### src/rtl/mc_fuse_loader_if.sv
// Serial fuse stream handshake between a fuse source and the macrocell loader.
interface mc_fuse_loader_if;
   logic start;
   logic fuse_bit;
   logic fuse_valid;
   logic fuse_ready;

   modport master (
      output start,
      output fuse_bit,
      output fuse_valid,
      input  fuse_ready
   );

   modport slave (
      input  start,
      input  fuse_bit,
      input  fuse_valid,
      output fuse_ready
   );
endinterface

### src/rtl/mc_fuse_loader.sv
// Macrocell fuse loader: shifts 501 serial fuse bits into a shadow register
// and commits them to the configuration outputs in one step.
module mc_fuse_loader #(
   parameter logic ERASED_VAL = 1'b1
) (
   input  logic              clk,
   input  logic              rst_n,
   mc_fuse_loader_if.slave   bus,
   output logic [0:479]      ptgroupbitmap_mux,
   output logic              pt1_mux,
   output logic              pt2_mux,
   output logic              pt3_mux,
   output logic              pt4_mux,
   output logic              pt5_mux,
   output logic              gclr_mux,
   output logic              pt4_func_mux,
   output logic              pt5_func_mux,
   output logic              xor_a_mux,
   output logic              xor_b_mux,
   output logic              xor_inv_mux,
   output logic              d_mux,
   output logic              dfast_mux,
   output logic              storage_mux,
   output logic              fb_mux,
   output logic              o_mux,
   output logic [0:2]        oe_mux,
   output logic [0:1]        gclk_mux,
   output logic              cfg_valid,
   output logic              busy,
   output logic              err_stray
);

   localparam logic [1:0] IDLE   = 2'd0;
   localparam logic [1:0] LOAD   = 2'd1;
   localparam logic [1:0] COMMIT = 2'd2;
   localparam logic [8:0] LAST   = 9'd500;

   logic [1:0]   state;
   logic [8:0]   cnt;
   logic [0:500] shadow;
   logic [0:500] cfg;

   assign bus.fuse_ready = (state == LOAD);
   assign busy           = (state != IDLE);

   always_ff @(posedge clk or negedge rst_n) begin
      if (!rst_n) begin
         state     <= IDLE;
         cnt       <= '0;
         shadow    <= {501{ERASED_VAL}};
         cfg       <= {501{ERASED_VAL}};
         cfg_valid <= 1'b0;
         err_stray <= 1'b0;
      end else begin
         err_stray <= bus.fuse_valid && (state != LOAD);
         case (state)
            IDLE: begin
               if (bus.start) begin
                  state     <= LOAD;
                  cnt       <= '0;
                  cfg_valid <= 1'b0;
               end
            end
            LOAD: begin
               // a restart wins over a bit presented on the same edge
               if (bus.start) begin
                  cnt <= '0;
               end else if (bus.fuse_valid) begin
                  shadow[cnt] <= bus.fuse_bit;
                  if (cnt == LAST) begin
                     state <= COMMIT;
                     cnt   <= '0;
                  end else begin
                     cnt <= cnt + 9'd1;
                  end
               end
            end
            COMMIT: begin
               cfg       <= shadow;
               cfg_valid <= 1'b1;
               state     <= IDLE;
            end
            default: state <= IDLE;
         endcase
      end
   end

   assign ptgroupbitmap_mux = cfg[0:479];
   assign {pt1_mux, pt2_mux, pt3_mux, pt4_mux, pt5_mux} = cfg[480:484];
   assign gclr_mux     = cfg[485];
   assign pt4_func_mux = cfg[486];
   assign pt5_func_mux = cfg[487];
   assign xor_a_mux    = cfg[488];
   assign xor_b_mux    = cfg[489];
   assign xor_inv_mux  = cfg[490];
   assign d_mux        = cfg[491];
   assign dfast_mux    = cfg[492];
   assign storage_mux  = cfg[493];
   assign fb_mux       = cfg[494];
   assign o_mux        = cfg[495];
   assign oe_mux       = cfg[496:498];
   assign gclk_mux     = cfg[499:500];

endmodule

### src/flat_wrapper.sv
// flat-port wrapper written by rule: the top's interface ports become plain ports
module mc_fuse_loader_flat 
#(
   parameter logic ERASED_VAL = 1'b1
)
  (clk, rst_n, ptgroupbitmap_mux, pt1_mux, pt2_mux, pt3_mux, pt4_mux, pt5_mux, gclr_mux, pt4_func_mux, pt5_func_mux, xor_a_mux, xor_b_mux, xor_inv_mux, d_mux, dfast_mux, storage_mux, fb_mux, o_mux, oe_mux, gclk_mux, cfg_valid, busy, err_stray, bus_start, bus_fuse_bit, bus_fuse_valid, bus_fuse_ready);
  mc_fuse_loader_if bus_i ();
  input  logic clk;
  input  logic rst_n;
  output logic [0:479] ptgroupbitmap_mux;
  output logic pt1_mux;
  output logic pt2_mux;
  output logic pt3_mux;
  output logic pt4_mux;
  output logic pt5_mux;
  output logic gclr_mux;
  output logic pt4_func_mux;
  output logic pt5_func_mux;
  output logic xor_a_mux;
  output logic xor_b_mux;
  output logic xor_inv_mux;
  output logic d_mux;
  output logic dfast_mux;
  output logic storage_mux;
  output logic fb_mux;
  output logic o_mux;
  output logic [0:2] oe_mux;
  output logic [0:1] gclk_mux;
  output logic cfg_valid;
  output logic busy;
  output logic err_stray;
  input wire logic [$bits(bus_i.start)-1:0] bus_start;
  input wire logic [$bits(bus_i.fuse_bit)-1:0] bus_fuse_bit;
  input wire logic [$bits(bus_i.fuse_valid)-1:0] bus_fuse_valid;
  output wire logic [$bits(bus_i.fuse_ready)-1:0] bus_fuse_ready;
  assign bus_i.start = bus_start;
  assign bus_i.fuse_bit = bus_fuse_bit;
  assign bus_i.fuse_valid = bus_fuse_valid;
  assign bus_fuse_ready = bus_i.fuse_ready;
  mc_fuse_loader #(.ERASED_VAL(ERASED_VAL)) u_core (.clk(clk), .rst_n(rst_n), .bus(bus_i), .ptgroupbitmap_mux(ptgroupbitmap_mux), .pt1_mux(pt1_mux), .pt2_mux(pt2_mux), .pt3_mux(pt3_mux), .pt4_mux(pt4_mux), .pt5_mux(pt5_mux), .gclr_mux(gclr_mux), .pt4_func_mux(pt4_func_mux), .pt5_func_mux(pt5_func_mux), .xor_a_mux(xor_a_mux), .xor_b_mux(xor_b_mux), .xor_inv_mux(xor_inv_mux), .d_mux(d_mux), .dfast_mux(dfast_mux), .storage_mux(storage_mux), .fb_mux(fb_mux), .o_mux(o_mux), .oe_mux(oe_mux), .gclk_mux(gclk_mux), .cfg_valid(cfg_valid), .busy(busy), .err_stray(err_stray));
endmodule
### config.mk
export PLATFORM = sky130hd
export DESIGN_NAME = mc_fuse_loader_flat
export DESIGN_NICKNAME = d
export VERILOG_FILES = /design/src/rtl/mc_fuse_loader_if.sv /design/src/rtl/mc_fuse_loader.sv /design/src/flat_wrapper.sv
export SDC_FILE = /design/constraint.sdc
export NUM_CORES = 1
export LEC_CHECK = 0
export ABC_AREA = 1
export BUFFER_PORTS_ARGS = -buffer_cell sky130_fd_sc_hd__buf_2
export CAP_MARGIN = 0
export CORE_MARGIN = 2
export CORE_UTILIZATION = 35
export DETAILED_ROUTE_END_ITERATION = 8
export PLACE_DENSITY = 0.57
export SYNTH_ARGS = -nofsm -noshare
export SYNTH_HDL_FRONTEND = slang
export SYNTH_SLANG_ARGS = --single-unit
### constraint.sdc
create_clock -name clk -period 4.9 [get_ports clk]
set_input_delay 0.245 -clock clk [delete_from_list [all_inputs] [get_ports clk]]
set_output_delay 0.245 -clock clk [all_outputs]
set_load 0.01 [all_outputs]
==> results.json, run 1 <==
{
  "outcome": "complete, no violations",
  "yosysTopAreaCell": "dfstp_2",
  "rsz0062_at_grt": "no",
  "synth_ff_type": "dfstp_2",
  "ys_ff_latch": 1015,
  "syn-num-nets": 3436,
  "slew_headroom_pct": 13.3,
  "crit_start": "u_core.cnt[4]$_DFFE_PN0P_",
  "finalHoldViolCount": 0,
  "fp.dieArea_mm2": 0.120,
  "leakagePower_nw": 20.1,
  "netlist_instances": 3427,
  "area_delta_synth_final_pct": 18.7,
  "setup.worst_path.class": "reg2reg",
  "worstPathArrival_ns": 3.40,
  "final-seq-area_mm2": 0.0267,
  "min-delay-start": "bus_fuse_bit",
  "die_x_um": 347,
  "avgSynthCellArea_um2": 12.0,
  "r2r_end": "u_core.shadow[360]$_DFFE_PN1P_",
  "coreArea_mm2": 0.116,
  "worstRegToRegCells": 5,
  "cp_max_fo": 16,
  "ys_types": 22,
  "seqPwrFrac_pct": 49.0,
  "syn_area_mm2": 0.0411,
  "worstPathRequired_ns": 5.51,
  "sw_frac_of_total_pct": 23.3,
  "clockBufferDepth": 3,
  "cts_resized": 0,
  "clock.fmax_ghz": 0.357,
  "drtAntennaViolNets": 0,
  "fp.dieH_um": 347,
  "ir_worst_vdd_mv": 0.303,
  "fin_crit_sh_pct": 57.1,
  "drc_errors": 0,
  "setup_viol": 0,
  "dr_total_vias": 28100,
  "power_frac_clock_pct": 47.3,
  "avgRoutedWirePerCell_um": 22.9,
  "start_kind": "flop",
  "grt_start_max_net_pins": 155,
  "end_kind": "flop",
  "async_flop_share_pct": 100,
  "grt_overflow": 0,
  "report.final.slew_viol_count": 0,
  "cap_viol_max_count": 0,
  "crit_end": "u_core.shadow[360]$_DFFE_PN1P_",
  "final.setup.tns_ns": 0,
  "clock_sinks": 1015,
  "synth.most_common_cell": "dfstp_2",
  "synthTopCellsByArea": "dfstp_2 64%, mux2_2 14%, nand3_1 6.2%",
  "multi_input_comb_area_mm2": 0.0133,
  "clkSlewWorstSetupHoldPaths_ns": 0.07,
  "p_per_area_mw_per_mm2": 355,
  "p_int_mw": 13.3,
  "reg2reg_slack_ns": 2.10,
  "yosysWarnings": 0,
  "worst_pin_slew_ns": 1.30,
  "clockRootBuffer": "clkbuf_16",
  "pwr-share-comb_pct": 3.7,
  "grt_pass1_wl_mm": 186,
  "h-tree-depth": 3,
  "fin_worst_skew_ns": 0.0358,
  "seq_area_frac_synth_pct": 64.8,
  "grt_usage_pct": 20.4,
  "place.gp.congestion": 0.766,
  "grt_pass1_vias": 27400,
  "viasPerCell": 5.11,
  "floorplan.io_pins": 510,
  "yosysTopAreaCellShare_pct": 64.0,
  "rows": 125,
  "antenna_found_initial": 3,
  "wirelength_mm": 126,
  "synth_edf_count": 0,
  "io_buffers": 509,
  "nNetsFinal": 3887,
  "final_layout_size_suffix_gt1_share_pct": 57.9,
  "hpwl_mm": 75.7,
  "cts_tree": "done",
  "min_period_ns": 2.80,
  "drt_iter0_markers": 2260,
  "numCtsBuffers": 109,
  "worst_hold_path_type": "in2reg",
  "p_sw_mw": 4.04,
  "start_util_pct": 35.3,
  "regToRegStartpoint": "u_core.cnt[4]$_DFFE_PN0P_",
  "synth.top_cells.by_count": "1002 x dfstp_2, 546 x nand2_1, 511 x nand3_1",
  "dr.pass1.iters": 5,
  "nFillCells": 10900,
  "p_total_mw": 17.3,
  "clock_latency_ns": 0.70
}
-- worst min path at each step --
stage | slack, ns | endpoint | cells after the start
2_1_floorplan | -0.05 | u_core.cfg_valid$_DFFE_PN0P_ | 0
3_3_place_gp | 0.41 | u_core.cfg_valid$_DFFE_PN0P_ | 1
3_5_place_dp | 0.40 | u_core.cfg_valid$_DFFE_PN0P_ | 1
4_1_cts | 0.18 | u_core.shadow[199]$_DFFE_PN1P_ | 3
5_1_grt | 0.22 | u_core.shadow[205]$_DFFE_PN1P_ | 3
6_report | 0.18 | u_core.shadow[199]$_DFFE_PN1P_ | 3
-- critical path: stages (launching register included) --
cell	delay [ns]
dfrtp_1	0.44
inv_1	0.12
nand2_1	0.42
nor2_1	1.12
nand3_1	0.35
o21ai_0	0.25
-- what timing repair did --
item,in CTS,in global routing
buffers inserted,0,0
hold endpoints to repair,18,0
endpoints found under the setup margin,0,0
hold buffers,3,0
-- power groups by stage --
stage	Clock (mW)	Sequential [mW]	Combinational [mW]
after global placement	0	8.61	0.661
final	8.19	8.49	0.640
after CTS	8.41	8.49	0.666
after floorplan	0	8.60	0.252
after detailed placement	0	8.61	0.663
after global routing	8.73	8.49	0.706
-- layout make-up --
class	instances	share of cell area [%]
flip-flops and latches	1015	54.6
repair buffers	585	6.78
clock inverters	48	0.848
inverters	27	0.238
diodes	2	0.0103
multi-input cells	2140	27.2
clock buffers	152	6.44
well taps	1524	3.91
-- routing by layer --
layer | vias to the layer above | share of wire, % | GRT usage [%]
met5 | - | 0.0095 | 0
met4 | 2 | 2.7 | 6.42
met3 | 163 | 7.0 | 4.84
met2 | 845 | 46 | 31.5
met1 | 14400 | 44 | 28.4
li1 | 12700 | - | -
-- registers in the layout (all words and copies together), names as in the netlist --
signal,cells
u_core.shadow,501
u_core.cnt,9
u_core.cfg,501
u_core.state,2
u_core.err_stray,1
u_core.cfg_valid,1
-- cells by family after synthesis --
logic type / after synthesis / synth area share (%)
adder cells (fa/ha/maj): 4 / 0.122
AND/OR/NAND/NOR: 1129 / 11.9
flip-flops: 1015 / 64.8
multiplexers: 501 / 13.7
AO/OA/AOI/OAI: 506 / 6.16
buffers and inverters: 272 / 3.26
-- per-stage QoR --
stage / instances / util, % / worst slack, ns / area [um^2] / hold WS, ns
after global routing: 5491 / 42.0 / 1.92 / 48800 / 0.219
after floorplan: 3427 / - / 3.28 / 41100 / -0.0506
after detailed placement: 5288 / 38.9 / 2.07 / 45200 / 0.404
after global placement: 5288 / 38.9 / 1.96 / 45200 / 0.408
after CTS: 5491 / 42.0 / 2.05 / 48800 / 0.177
final: 5493 / 42.0 / 2.10 / 48800 / 0.179
-- cells in the final DEF (no fill, tap or decap), types with 2 or more instances in the layout --
cell type | synthesis | layout
diode_2 | 0 | 2
nand3_1 | 511 | 511
bufinv_16 | 0 | 5
inv_1 | 24 | 23
inv_8 | 0 | 2
nor2_4 | 1 | 16
clkinvlp_4 | 0 | 3
dlygate4sd3_1 | 0 | 3
ha_1 | 4 | 4
mux2_2 | 501 | 501
clkbuf_16 | 0 | 112
nand4_1 | 7 | 7
clkbuf_1 | 94 | 21
o21ai_0 | 306 | 306
clkinv_4 | 0 | 4
buf_12 | 0 | 14
o21ai_1 | 200 | 200
buf_2 | 116 | 508
nand2_1 | 546 | 545
inv_2 | 2 | 2
clkbuf_8 | 0 | 19
nor2_1 | 61 | 38
nor2_2 | 1 | 9
dfrtp_1 | 13 | 13
dfstp_2 | 1002 | 1002
clkinv_2 | 0 | 29
buf_4 | 22 | 59
inv_6 | 0 | 7
(Power assumes the default switching activity.)
==> run 2: changes to the inputs <==
==> constraint.sdc (replaced) <==
create_clock -name clk -period 2.8 [get_ports clk]
set_input_delay 0.14 -clock clk [delete_from_list [all_inputs] [get_ports clk]]
set_output_delay 0.14 -clock clk [all_outputs]
set_load 0.01 [all_outputs]
==> results.json, run 2 (same netlist as run 1, synthesis figures left out) <==
{
  "drt_iter0_markers": 1989,
  "io_buffers": 509,
  "drc_errors": 0,
  "grt_overflow": 0,
  "fp.dieH_um": 347,
  "cp_max_fo": 16,
  "crit_end": "u_core.shadow[353]$_DFFE_PN1P_",
  "clock_sinks": 1015,
  "clockRootBuffer": "clkbuf_16",
  "worst_pin_slew_ns": 0.714,
  "wirelength_mm": 124,
  "coreArea_mm2": 0.116,
  "grt_usage_pct": 20.2,
  "grt_pass1_wl_mm": 184,
  "h-tree-depth": 3,
  "start_kind": "flop",
  "avgRoutedWirePerCell_um": 22.2,
  "worstPathArrival_ns": 2.69,
  "grt-busiest-layer": "met2",
  "grt_use_met1_pct": 28.5,
  "cts_tree": "done",
  "report.final.slew_viol_count": 0,
  "antenna_found_initial": 4,
  "cap_viol_max_count": 0,
  "reg2reg_slack_ns": 0.71,
  "dpl.cell_count": 5357,
  "p_per_area_mw_per_mm2": 619,
  "clock_latency_ns": 0.69,
  "place.gp.congestion": 0.757,
  "clockBufferDepth": 3,
  "min_period_ns": 2.09,
  "hpwl_mm": 78.8,
  "leakagePower_nw": 20.6,
  "clkSlewWorstSetupHoldPaths_ns": 0.06,
  "reg_top3": "u_core.cfg: 501 flops, u_core.shadow: 501 flops, u_core.cnt: 9 flops",
  "dr_total_vias": 28200,
  "rsz0062_at_grt": "no",
  "area_delta_synth_final_pct": 21.0,
  "post_cts_buffers": 0,
  "n_antenna_cell": 0,
  "fp.dieArea_mm2": 0.120,
  "fin_crit_sh_pct": 74.8,
  "layout_commonest_cell": "dfstp_2",
  "start_util_pct": 35.3,
  "numCtsBuffers": 110,
  "ir_worst_vdd_mv": 0.500,
  "setup.worst_path.class": "reg2reg",
  "drtAntennaViolNets": 0,
  "grt_pass1_vias": 27500,
  "final.setup.tns_ns": 0,
  "setup_viol": 0,
  "clock.fmax_ghz": 0.478,
  "worstRegToRegCells": 6,
  "nNetsFinal": 3958,
  "end_kind": "flop",
  "final_core_utilization_pct": 42.8,
  "viasPerCell": 5.07,
  "crit_start": "u_core.cnt[4]$_DFFE_PN0P_",
  "final_layout_size_suffix_gt1_share_pct": 58.3,
  "finalHoldViolCount": 0,
  "final_cell_mix": "1002 x dfstp_2, 545 x nand2_1, 511 x nand3_1",
  "gr-usage-met2_pct": 31.8,
  "die_x_um": 347,
  "slew_headroom_pct": 52.4,
  "final_cells": 5569,
  "fin_worst_skew_ns": 0.0226,
  "outcome": "complete, no violations",
  "use_met3_pct": 3.61,
  "rows": 125,
  "floorplan.io_pins": 510,
  "worst_hold_path_type": "in2reg",
  "grt_start_max_net_pins": 97,
  "dr.pass1.iters": 5,
  "worstPathRequired_ns": 3.39,
  "r2r_end": "u_core.shadow[353]$_DFFE_PN1P_",
  "regToRegStartpoint": "u_core.cnt[4]$_DFFE_PN0P_"
}
## run 2: cell count changes in the layout (fill, tap and decap cells not counted), moves of 2 or more
cell and change:
clkbuf_1 +6, nor2_2 -7, buf_4 +47, clkbuf_8 +13, diode_2 -2, buf_12 +22
inv_6 -3, nor2_1 +7, clkinv_2 -10
## run 2: worst min-delay path by stage
| stage | startpoint | end | depth (start not counted) |
|---|---|---|---|
| after floorplan | rst_n | u_core.cfg_valid$_DFFE_PN0P_ | 0 |
| after global placement | u_core.shadow[133]$_DFFE_PN1P_ | u_core.shadow[133]$_DFFE_PN1P_ | 2 |
| after detailed placement | u_core.shadow[57]$_DFFE_PN1P_ | u_core.shadow[57]$_DFFE_PN1P_ | 2 |
| after CTS | bus_fuse_bit | u_core.shadow[184]$_DFFE_PN1P_ | 3 |
| after global routing | bus_fuse_bit | u_core.shadow[171]$_DFFE_PN1P_ | 3 |
| final | bus_fuse_bit | u_core.shadow[209]$_DFFE_PN1P_ | 3 |
## run 2: layout make-up
| type | instances | area (um^2) |
|---|---|---|
| Clock inverter | 36 | 345 |
| Tap cell | 1524 | 1910 |
| Clock buffer | 172 | 3370 |
| Sequential cell | 1015 | 26700 |
| Multi-Input combinational cell | 2140 | 13300 |
| Inverter | 27 | 116 |
| Timing Repair Buffer | 655 | 4110 |
| Fill cell | 10800 | 66600 |
## run 2: routing by layer
| layer | part of all wire, % | vias to the layer above |
|---|---|---|
| met3 | 5.9 | 158 |
| met1 | 45 | 14300 |
| li1 | - | 12900 |
| met4 | 2.2 | 0 |
| met2 | 47 | 847 |
| met5 | 0 | - |
## run 2: repair_timing
| item | in CTS | in global routing |
|---|---|---|
| setup endpoints to repair | 0 | 0 |
| resized for setup | 0 | 0 |
| hold buffers | 4 | 0 |
| hold endpoints to repair | 61 | 0 |
## run 2: stage by stage
step	total power [mW]	hold slack, ns	worst slack (ns)	area [um^2]
2_1_floorplan	15.5	-0.156	1.18	41100
3_3_place_gp	16.3	0.457	0.713	46000
3_5_place_dp	16.3	0.461	0.688	46000
4_1_cts	31.2	0.0198	0.641	49800
5_1_grt	31.9	0.0697	0.469	49800
6_report	30.8	0.0587	0.706	49800
## run 2: critical path, cell delays in order, from the launching register on
cell and delay, ns:
dfrtp_1 0.42, inv_1 0.11, nand2_1 0.40, nor2_1 0.39, buf_4 0.33, nand3_1 0.13, o21ai_0 0.20
## run 2: power by group
part | internal, mW | switching (mW)
sequential | 14.8 | 0.0367
combinational | 0.220 | 1.00
clock | 8.71 | 6.01
total | 23.8 | 7.05
==> run 3: changes to the inputs <==
==> constraint.sdc (replaced) <==
create_clock -name clk -period 2 [get_ports clk]
set_input_delay 0.1 -clock clk [delete_from_list [all_inputs] [get_ports clk]]
set_output_delay 0.1 -clock clk [all_outputs]
set_load 0.01 [all_outputs]
==> results.json, run 3 (same netlist as run 1, synthesis figures left out) <==
{
  "worst_pin_slew_ns": 0.623,
  "start_util_pct": 35.3,
  "coreArea_mm2": 0.116,
  "die_x_um": 347,
  "setup.worst_path.class": "reg2reg",
  "worst_hold_path_type": "in2async",
  "nFillCells": 10800,
  "drtAntennaViolNets": 0,
  "h-tree-depth": 3,
  "numCtsBuffers": 108,
  "clockRootBuffer": "clkbuf_16",
  "fp.dieH_um": 347,
  "fin_worst_skew_ns": 0.0196,
  "cp_max_fo": 18,
  "grt_start_max_net_pins": 110,
  "stdcell_area_mm2": 0.0503,
  "reg_top3": "u_core.cfg: 501 flops, u_core.shadow: 501 flops, u_core.cnt: 9 flops",
  "final_cell_mix": "1002 x dfstp_2, 545 x nand2_1, 511 x nand3_1",
  "final-seq-area_mm2": 0.0267,
  "dr.pass1.iters": 5,
  "clockBufferDepth": 3,
  "grt_usage_pct": 20.2,
  "p_per_area_mw_per_mm2": 846,
  "post_cts_buffers": 0,
  "grt_pass1_vias": 27900,
  "place_area_mm2": 0.0468,
  "clock_sinks": 1015,
  "whs_ns": 0.238,
  "wirelength_mm": 124,
  "cts_tree": "done",
  "floorplan.io_pins": 510,
  "clock.fmax_ghz": 0.540,
  "place.gp.congestion": 0.768,
  "rsz0062_at_grt": "no",
  "outcome": "complete, no violations",
  "setup_viol": 0,
  "start_kind": "flop",
  "viasPerCell": 5.06,
  "report.final.slew_viol_count": 0,
  "worstPathArrival_ns": 2.46,
  "clock_latency_ns": 0.69,
  "grt_overflow": 0,
  "avgRoutedWirePerCell_um": 22.2,
  "final.setup.tns_ns": 0,
  "finalHoldViolCount": 0,
  "drt_iter0_markers": 2312,
  "area_delta_synth_final_pct": 22.4,
  "drc_errors": 0,
  "hpwl_mm": 81.0,
  "slew_headroom_pct": 58.4,
  "layout_commonest_cell": "dfstp_2",
  "worstPathRequired_ns": 2.61,
  "end_kind": "flop",
  "grt_pass1_wl_mm": 185,
  "fp.dieArea_mm2": 0.120,
  "multi_input_comb_area_mm2": 0.0133,
  "leakagePower_nw": 20.8,
  "final_layout_size_suffix_gt1_share_pct": 58.5,
  "clkSlewWorstSetupHoldPaths_ns": 0.06,
  "io_buffers": 509,
  "rows": 125,
  "antenna_found_initial": 1,
  "fin_crit_sh_pct": 92.6,
  "ir_worst_vdd_mv": 0.699,
  "cap_viol_max_count": 0,
  "nNetsFinal": 3998,
  "min_period_ns": 1.85,
  "dr_total_vias": 28200
}
==> run 3: critical path, stage by stage (launching register included) <==
cell     delay (ns)
dfrtp_1        0.46
inv_1          0.16
nand2_1        0.25
nor2_4         0.28
buf_12         0.26
nand3_1        0.14
o21ai_0        0.18
==> run 3: final timing paths <==
kind,cells past startpoint,endpoint,startpoint,slack (ns)
max,6,u_core.shadow[464]$_DFFE_PN1P_,u_core.cnt[3]$_DFFE_PN0P_,0.15
min,2,u_core.shadow[141]$_DFFE_PN1P_,rst_n,0.24
max reg2reg,6,u_core.shadow[464]$_DFFE_PN1P_,u_core.cnt[3]$_DFFE_PN0P_,0.15
min reg2reg,2,u_core.shadow[23]$_DFFE_PN1P_,u_core.shadow[23]$_DFFE_PN1P_,0.47
max in group asynchronous,4,u_core.cfg[491]$_DFFE_PN1P_,rst_n,1.07
min in group clk,4,u_core.err_stray$_DFF_PN0_,bus_fuse_valid,0.37
==> run 3: layout make-up <==
class / instances / area share [%]
Inverter: 27 / 0.231
Timing Repair Buffer: 697 / 9.78
Multi-Input combinational cell: 2140 / 26.3
Tap cell: 1524 / 3.79
Antenna cell: 1 / 0.00497
Sequential cell: 1015 / 53.0
Clock inverter: 30 / 0.736
Clock buffer: 153 / 6.17
==> run 3: where the power goes <==
part	switching [mW]	internal, mW	total (mW)
combinational	1.42	0.441	1.86
sequential	0.0532	20.8	20.8
clock	8.28	11.6	19.9
total	9.75	32.8	42.6
==> run 3: metrics by stage <==
| stage | utilization [%] | setup WS (ns) | instances | power, mW |
|---|---|---|---|---|
| after global routing | 43.3 | 0.0307 | 5586 | 44.1 |
| after global placement | 40.2 | 0.211 | 5398 | 23.0 |
| final | 43.3 | 0.148 | 5587 | 42.6 |
| after CTS | 43.3 | 0.141 | 5586 | 43.1 |
| after floorplan | - | 0.381 | 3427 | 21.7 |
| after detailed placement | 40.2 | 0.154 | 5398 | 23.0 |
==> run 3: per-layer routing <==
| metal | part of all wire (%) | vias to the layer above | GRT usage [%] |
|---|---|---|---|
| met5 | 0 | - | 0 |
| met4 | 2.9 | 0 | 6.56 |
| met3 | 4.8 | 165 | 2.96 |
| met2 | 46 | 829 | 31.4 |
| met1 | 46 | 14300 | 29.0 |
| li1 | - | 12900 | - |
==> run 3: repair_timing <==
item / in CTS / in global routing
endpoints found under the hold margin: 299 / 0
gates resized for setup: 0 / 2
endpoints found under the setup margin: 0 / 5
hold buffers: 5 / 0
